===== src/rtl/mem1_if.sv =====
// Data-memory request/acknowledge bus between mem1 and the data memory.
// Address, write flag, byte enables and store data are held stable until dm_ack.
interface mem1_if #(
  parameter int ADDR_W = 32
);
  logic              dm_req;
  logic              dm_we;
  logic [ADDR_W-1:0] dm_addr;
  logic [3:0]        dm_be_n;
  logic [31:0]       dm_wdata;
  logic              dm_ack;

  modport master (
    output dm_req,
    output dm_we,
    output dm_addr,
    output dm_be_n,
    output dm_wdata,
    input  dm_ack
  );

  modport slave (
    input  dm_req,
    input  dm_we,
    input  dm_addr,
    input  dm_be_n,
    input  dm_wdata,
    output dm_ack
  );
endinterface


===== src/rtl/mem1.sv =====
// First memory stage: holds one EXE instruction, issues its data-memory access and feeds mem2.
// Optional MEM1_ALIGN_CHECK_EN flags misaligned half/word accesses with a trailing ale bit instead of issuing them.
module mem1 #(
  parameter int ADDR_W    = 32,
  parameter int BUS_IN_W  = 108,
  parameter int BUS_OUT_W = 76
) (
  input  logic                 clk,
  input  logic                 rst,
  input  logic [BUS_IN_W-1:0]  exe2mem1_bus_i,
  input  logic                 ctl_exe_valid_i,
  output logic                 ctl_mem1_allowin_o,
  input  logic                 ctl_mem2_allowin_i,
  input  logic                 ctl_flush_i,
  mem1_if.master               dm,
`ifdef MEM1_ALIGN_CHECK_EN
  output logic [BUS_OUT_W:0]   mem12mem2_bus_o,
`else
  output logic [BUS_OUT_W-1:0] mem12mem2_bus_o,
`endif
  output logic                 ctl_mem2_valid_o,
  output logic [4:0]           ctl_mem1_dest_o,
  output logic                 ctl_mem1_ls_o,
  output logic [31:0]          forward_mem12id_data_o
);

  typedef enum logic [1:0] {
    S_EMPTY,
    S_REQ,
    S_HOLD
  } state_t;

  state_t state, state_nxt;

  logic [BUS_IN_W-1:0] held;
  logic [5:0]          h_ctrl;
  logic [31:0]         h_res;
  logic [31:0]         h_st;
  logic [4:0]          h_dest;
  logic                h_wbwe;
  logic [31:0]         h_pc;
  logic                h_load;
  logic                h_store;
  logic                h_ls;
  logic [2:0]          h_size;
  logic [1:0]          h_a;

  logic in_ls;
  logic in_mis;
  logic h_ale;
  logic occupied;
  logic fire_raw;
  logic fire;
  logic accept;

  logic [3:0]  be_calc;
  logic [31:0] wdata_calc;

  assign {h_ctrl, h_res, h_st, h_dest, h_wbwe, h_pc} = held;
  assign h_load  = h_ctrl[5];
  assign h_store = h_ctrl[4];
  assign h_size  = h_ctrl[2:0];
  assign h_ls    = h_load | h_store;
  assign h_a     = h_res[1:0];

  assign in_ls = exe2mem1_bus_i[107] | exe2mem1_bus_i[106];

`ifdef MEM1_ALIGN_CHECK_EN
  function automatic logic misaligned(input logic [2:0] size, input logic [1:0] a);
    return ((size == 3'd2) && a[0]) || ((size == 3'd1) && (a != 2'b00));
  endfunction

  assign in_mis = in_ls & misaligned(exe2mem1_bus_i[104:102], exe2mem1_bus_i[71:70]);
  assign h_ale  = h_ls & misaligned(h_size, h_a);
`else
  assign in_mis = 1'b0;
  assign h_ale  = 1'b0;
`endif

  // State register; reset drops any outstanding request immediately.
  always_ff @(posedge clk or posedge rst) begin
    if (rst) begin
      state <= S_EMPTY;
    end else begin
      state <= state_nxt;
    end
  end

  // Handshake: flush beats accept, and an ack coinciding with flush completes but is not forwarded.
  always_comb begin
    state_nxt          = state;
    occupied           = (state != S_EMPTY);
    fire_raw           = ((state == S_REQ) & dm.dm_ack & ctl_mem2_allowin_i) |
                         ((state == S_HOLD) & ctl_mem2_allowin_i);
    fire               = fire_raw & ~ctl_flush_i;
    ctl_mem1_allowin_o = (state == S_EMPTY) | fire_raw | ctl_flush_i;
    accept             = ctl_exe_valid_i & ctl_mem1_allowin_o & ~ctl_flush_i;

    if (ctl_flush_i) begin
      state_nxt = S_EMPTY;
    end else if (accept) begin
      state_nxt = (in_ls & ~in_mis) ? S_REQ : S_HOLD;
    end else if (fire) begin
      state_nxt = S_EMPTY;
    end
  end

  always_ff @(posedge clk or posedge rst) begin
    if (rst) begin
      held <= '0;
    end else if (ctl_flush_i) begin
      held <= '0;
    end else if (accept) begin
      held <= exe2mem1_bus_i;
    end
  end

  // MEM1->MEM2 register: valid only clears when mem2 has taken the previous one.
  always_ff @(posedge clk or posedge rst) begin
    if (rst) begin
      ctl_mem2_valid_o <= 1'b0;
      mem12mem2_bus_o  <= '0;
    end else if (ctl_flush_i) begin
      ctl_mem2_valid_o <= 1'b0;
    end else if (fire) begin
      ctl_mem2_valid_o <= 1'b1;
`ifdef MEM1_ALIGN_CHECK_EN
      mem12mem2_bus_o  <= {h_ctrl, h_res, h_dest, h_wbwe, h_pc, h_ale};
`else
      mem12mem2_bus_o  <= {h_ctrl, h_res, h_dest, h_wbwe, h_pc};
`endif
    end else if (ctl_mem2_allowin_i) begin
      ctl_mem2_valid_o <= 1'b0;
    end
  end

  always_comb begin
    be_calc    = 4'b0000;
    wdata_calc = h_st;
    case (h_size)
      3'd4: begin
        be_calc    = ~(4'b0001 << h_a);
        wdata_calc = {4{h_st[7:0]}};
      end
      3'd2: begin
        be_calc    = h_a[1] ? 4'b0011 : 4'b1100;
        wdata_calc = {2{h_st[15:0]}};
      end
      default: ;
    endcase
    if (!h_store) begin
      be_calc = 4'b0000;
    end
  end

  // Request is withheld while mem2 stalls so the returning data always has a home.
  assign dm.dm_req   = (state == S_REQ) & ctl_mem2_allowin_i;
  assign dm.dm_we    = (state == S_REQ) & h_store;
  assign dm.dm_addr  = h_res[ADDR_W-1:0];
  assign dm.dm_be_n  = (state == S_REQ) ? be_calc : 4'hF;
  assign dm.dm_wdata = wdata_calc;

  assign ctl_mem1_dest_o        = h_dest & {5{occupied}};
  assign ctl_mem1_ls_o          = h_ls & occupied;
  assign forward_mem12id_data_o = h_res;

endmodule


===== src/flat_wrapper.sv =====
// flat-port wrapper written by rule: the top's interface ports become plain ports
module mem1_flat 
#(
  parameter int ADDR_W    = 32,
  parameter int BUS_IN_W  = 108,
  parameter int BUS_OUT_W = 76
)
  (clk, rst, exe2mem1_bus_i, ctl_exe_valid_i, ctl_mem1_allowin_o, ctl_mem2_allowin_i, ctl_flush_i, mem12mem2_bus_o, ctl_mem2_valid_o, ctl_mem1_dest_o, ctl_mem1_ls_o, forward_mem12id_data_o, dm_dm_req, dm_dm_we, dm_dm_addr, dm_dm_be_n, dm_dm_wdata, dm_dm_ack);
  mem1_if #(.ADDR_W(ADDR_W)) dm_i ();
  input  logic clk;
  input  logic rst;
  input  logic [BUS_IN_W-1:0] exe2mem1_bus_i;
  input  logic ctl_exe_valid_i;
  output logic ctl_mem1_allowin_o;
  input  logic ctl_mem2_allowin_i;
  input  logic ctl_flush_i;
  output logic [BUS_OUT_W-1:0] mem12mem2_bus_o;
  output logic ctl_mem2_valid_o;
  output logic [4:0] ctl_mem1_dest_o;
  output logic ctl_mem1_ls_o;
  output logic [31:0] forward_mem12id_data_o;
  output wire logic [$bits(dm_i.dm_req)-1:0] dm_dm_req;
  output wire logic [$bits(dm_i.dm_we)-1:0] dm_dm_we;
  output wire logic [$bits(dm_i.dm_addr)-1:0] dm_dm_addr;
  output wire logic [$bits(dm_i.dm_be_n)-1:0] dm_dm_be_n;
  output wire logic [$bits(dm_i.dm_wdata)-1:0] dm_dm_wdata;
  input wire logic [$bits(dm_i.dm_ack)-1:0] dm_dm_ack;
  assign dm_dm_req = dm_i.dm_req;
  assign dm_dm_we = dm_i.dm_we;
  assign dm_dm_addr = dm_i.dm_addr;
  assign dm_dm_be_n = dm_i.dm_be_n;
  assign dm_dm_wdata = dm_i.dm_wdata;
  assign dm_i.dm_ack = dm_dm_ack;
  mem1 #(.ADDR_W(ADDR_W), .BUS_IN_W(BUS_IN_W), .BUS_OUT_W(BUS_OUT_W)) u_core (.clk(clk), .rst(rst), .exe2mem1_bus_i(exe2mem1_bus_i), .ctl_exe_valid_i(ctl_exe_valid_i), .ctl_mem1_allowin_o(ctl_mem1_allowin_o), .ctl_mem2_allowin_i(ctl_mem2_allowin_i), .ctl_flush_i(ctl_flush_i), .dm(dm_i), .mem12mem2_bus_o(mem12mem2_bus_o), .ctl_mem2_valid_o(ctl_mem2_valid_o), .ctl_mem1_dest_o(ctl_mem1_dest_o), .ctl_mem1_ls_o(ctl_mem1_ls_o), .forward_mem12id_data_o(forward_mem12id_data_o));
endmodule

===== config.mk =====
export PLATFORM = sky130hd
export DESIGN_NAME = mem1_flat
export DESIGN_NICKNAME = d
export VERILOG_FILES = /design/src/rtl/mem1_if.sv /design/src/rtl/mem1.sv /design/src/flat_wrapper.sv
export SDC_FILE = /design/constraint.sdc
export NUM_CORES = 1
export LEC_CHECK = 0
export ABC_AREA = 1
export CELL_PAD_IN_SITES_DETAIL_PLACEMENT = 0
export CELL_PAD_IN_SITES_GLOBAL_PLACEMENT = 1
export CORE_MARGIN = 5
export CORE_UTILIZATION = 30
export CTS_CLUSTER_DIAMETER = 150
export DETAILED_ROUTE_END_ITERATION = 8
export PLACE_DENSITY = 0.8
export SLEW_MARGIN = 20
export SYNTH_ARGS = -nofsm -noshare
export SYNTH_HDL_FRONTEND = slang
export SYNTH_SLANG_ARGS = --single-unit

===== constraint.sdc =====
create_clock -name clk -period 6.8 [get_ports clk]
set_clock_uncertainty 0.05 [all_clocks]
set_input_delay 1.7 -clock clk [delete_from_list [all_inputs] [get_ports clk]]
set_output_delay 1.7 -clock clk [all_outputs]
set_load 0.02 [all_outputs]

==> results.yml <==
drt:
  wl_per_cell_um: 16.5
  wl_mm: 26.1
  drt-pass1-iter-count: 5
  num_vias: 7060
  viasPerCell: 4.45
  ant_nets: 0
  drc: 0
  drt-initial-drc-count: 349
floorplan:
  die_area_um2: 32300
  rows: 62
  io_pins: 300
  start_util: 0.303
  die_height_um: 180
  die_x_um: 180
  core_um2: 28500
min_path:
  whs_path_depth: 2
  holdCritStartpoint: "u_core.held[32]"
  hold_class: "reg2reg"
  hold_end: "u_core.mem12mem2_bus_o[32]"
timing:
  slew_headroom: 0.336
  period_share: 0.744
  rsz0062_at_grt: "no"
  finalHoldViolCount: 0
  maxSlewViolCount: 0
  fmax_ghz: 0.198
  setup_violations: 0
  fin_setup_tns_ns: 0
  period_needed_ns: 5.06
  worstMarginPinSlew_ns: 0.996
cells_and_area:
  syn2layout_area_growth_pct: 38.4
  diodes: 0
  fin_nets: 1305
  final_layout_size_suffix_gt1_frac: 0.0739
  fillerInstances: 2933
  fin_cells: 1588
global_routing:
  grt_pass1_wl_mm: 41.9
  track_usage: 0.160
  gr-total-overflow: 0
  antenna_found_initial: 0
  grt_pass1_vias: 7206
  grt_max_degree: 188
power_and_ir_drop:
  power_density_nw_per_um2: 260
  leakagePower_nw: 5.67
  ir_drop_mv: 0.155
clocking:
  clock_sinks: 187
  clk_pin_slew_worst_paths_ns: 0.08
  ctsHoldBuffers: 0
  clock-root-buffer: "clkbuf_16"
  ctsResizeCount: 0
  htreeDepth: 4
  cts_tree: "done"
  clk_path_buf_depth: 2
  cts_setup_buffers: 0
  cts_made_buffers: 17
  clk_latency_ns: 0.43
logic_synthesis:
  synthFlopType: "dfrtp_1"
  netlist_top_cells_count: "238 x nand2_1, 187 x dfrtp_1, 153 x inv_1"
  postSynth.asyncResetShare: 1.00
  synth_nets: 1106
  ys_ff_latch: 187
  synth_edf_count: 0
  ys_seq_area_frac: 0.542
  syn_inst: 992
  syn_area_per_cell_um2: 8.71
  yosysMostFrequentCell: "nand2_1"
  synth_top_area_share: 0.542
  synth_cell_types: 24
  syn_area_um2: 8640
  yosysTopAreaCell: "dfrtp_1"
  synth_warnings: 0
  yosys-top-cells-area: "dfrtp_1 54%, nand2_1 10%, buf_4 6.8%, o21ai_0 6.8%, inv_1 6.6%"
worst_setup_path:
  crit_path_start_kind: "register"
  critPathKind: "reg2out"
  reg2reg_to: "u_core.held[74]"
  end_kind: "primary output"
  rrSetupSlack_ns: 3.99
  critPathMaxFanout: 25
  crit_path_cell_trace: "inv_1 -> nand3_1 -> nand2_1 -> inv_1 -> nor2_1 -> o21ai_0 -> nand2_1 -> clkdlybuf4s50_1"
  cp_slowest_cell: "clkdlybuf4s50_1"
  rr_worst_depth: 6
  cpPeakStageDelay_ns: 0.60
  worstPathRequired_ns: 5.05
  reg2reg_from: "u_core.state[1]"
  cp_data_arrival_time_ns: 3.31
place:
  hpwl_mm: 17.6
  portBuffers: 299
  placed_cells: 1555
  gp_congestion: 0.777
run:
  maxCapViolations: 0
run_status:
  status: "finished, final reports clean"
-- where the power goes --
group	internal, W	switching [W]	leakage, nW	total, W
registers	0.00124	0.0000830	2.52	0.00132
clock network	0.000494	0.000505	0.282	0.000999
logic	0.000353	0.000433	2.86	0.000786
total	0.00209	0.00102	5.67	0.00311
-- cells by family (layout without fill, tap and decap cells) --
group	count (synthesis)	in the layout	synth area share
flip-flops	187	187	0.542
AND/OR/NAND/NOR	372	372	0.195
AO/OA/AOI/OAI	151	151	0.0988
buffers and inverters	282	494	0.164
-- how the worst max path moves through the flow --
stage | start | endpoint | slack [ns]
3_5_place_dp | ctl_mem2_allowin_i | ctl_mem1_allowin_o | 1.88
2_1_floorplan | rst | u_core.ctl_mem2_valid_o | 2.64
3_3_place_gp | ctl_mem2_allowin_i | ctl_mem1_allowin_o | 1.88
6_report | u_core.held[102] | dm_dm_be_n[2] | 1.74
5_1_grt | u_core.held[103] | dm_dm_be_n[3] | 1.41
4_1_cts | u_core.held[102] | dm_dm_be_n[3] | 1.73
-- worst max-delay path: cells and delay by family (launching register included) --
kind	cells	cell delay [ns]
and+or+nand+nor	4	1.23
buffers and inverters	3	1.14
DFF	1	0.38
AOI/OAI and AO/OA	1	0.12
-- per-layer routing --
metal  global-route usage  part of all wire  up-vias
met1                0.213              0.45     3410
met3               0.0499             0.058       16
met4               0.0341             0.012        0
met5                    0                 0        -
li1                     -                 -     3426
met2                0.256              0.48      208
-- metrics by stage --
step | setup slack [ns] | instance area [µm²] | power, W | util | hold WS, ns
2_1_floorplan | 2.64 | 8640 | 0.00176 | - | 0.393
3_3_place_gp | 1.88 | 11300 | 0.00213 | 0.397 | 0.400
3_5_place_dp | 1.88 | 11300 | 0.00214 | 0.397 | 0.404
4_1_cts | 1.73 | 11900 | 0.00316 | 0.418 | 0.418
5_1_grt | 1.41 | 12000 | 0.00327 | 0.419 | 0.447
6_report | 1.74 | 12000 | 0.00311 | 0.419 | 0.416
-- layout make-up --
| type | instances | area [µm²] | area share |
|---|---|---|---|
| clock inverter | 14 | 150 | 0.0126 |
| sequential | 187 | 4680 | 0.391 |
| multi-input combinational | 523 | 2540 | 0.213 |
| clock buffer | 18 | 429 | 0.0359 |
| timing repair buffer | 306 | 3080 | 0.257 |
| inverter | 156 | 592 | 0.0495 |
| tap | 384 | 480 | 0.0402 |
-- state kept, by name, indices dropped and copies added (netlist names) --
name / count
u_core.ctl_mem2_valid_o: 1
u_core.held: 108
u_core.state: 2
u_core.mem12mem2_bus_o: 76
-- placed cells by master, fill, tap and decap left out, types with 3 or more instances in the layout --
cell | netlist | final
clkdlybuf4s50_1 | 0 | 299
inv_1 | 153 | 152
nor2_1 | 14 | 14
nand2_1 | 238 | 238
clkbuf_16 | 0 | 17
buf_4 | 78 | 5
o22ai_1 | 8 | 8
dfrtp_1 | 187 | 187
nand3_2 | 23 | 23
inv_6 | 0 | 4
nand4_1 | 3 | 3
inv_8 | 0 | 4
nand3_1 | 90 | 90
o21ai_0 | 117 | 117
o21ai_2 | 20 | 20
clkinv_8 | 0 | 3
No activity file was read; power rests on OpenSTA's default activity.
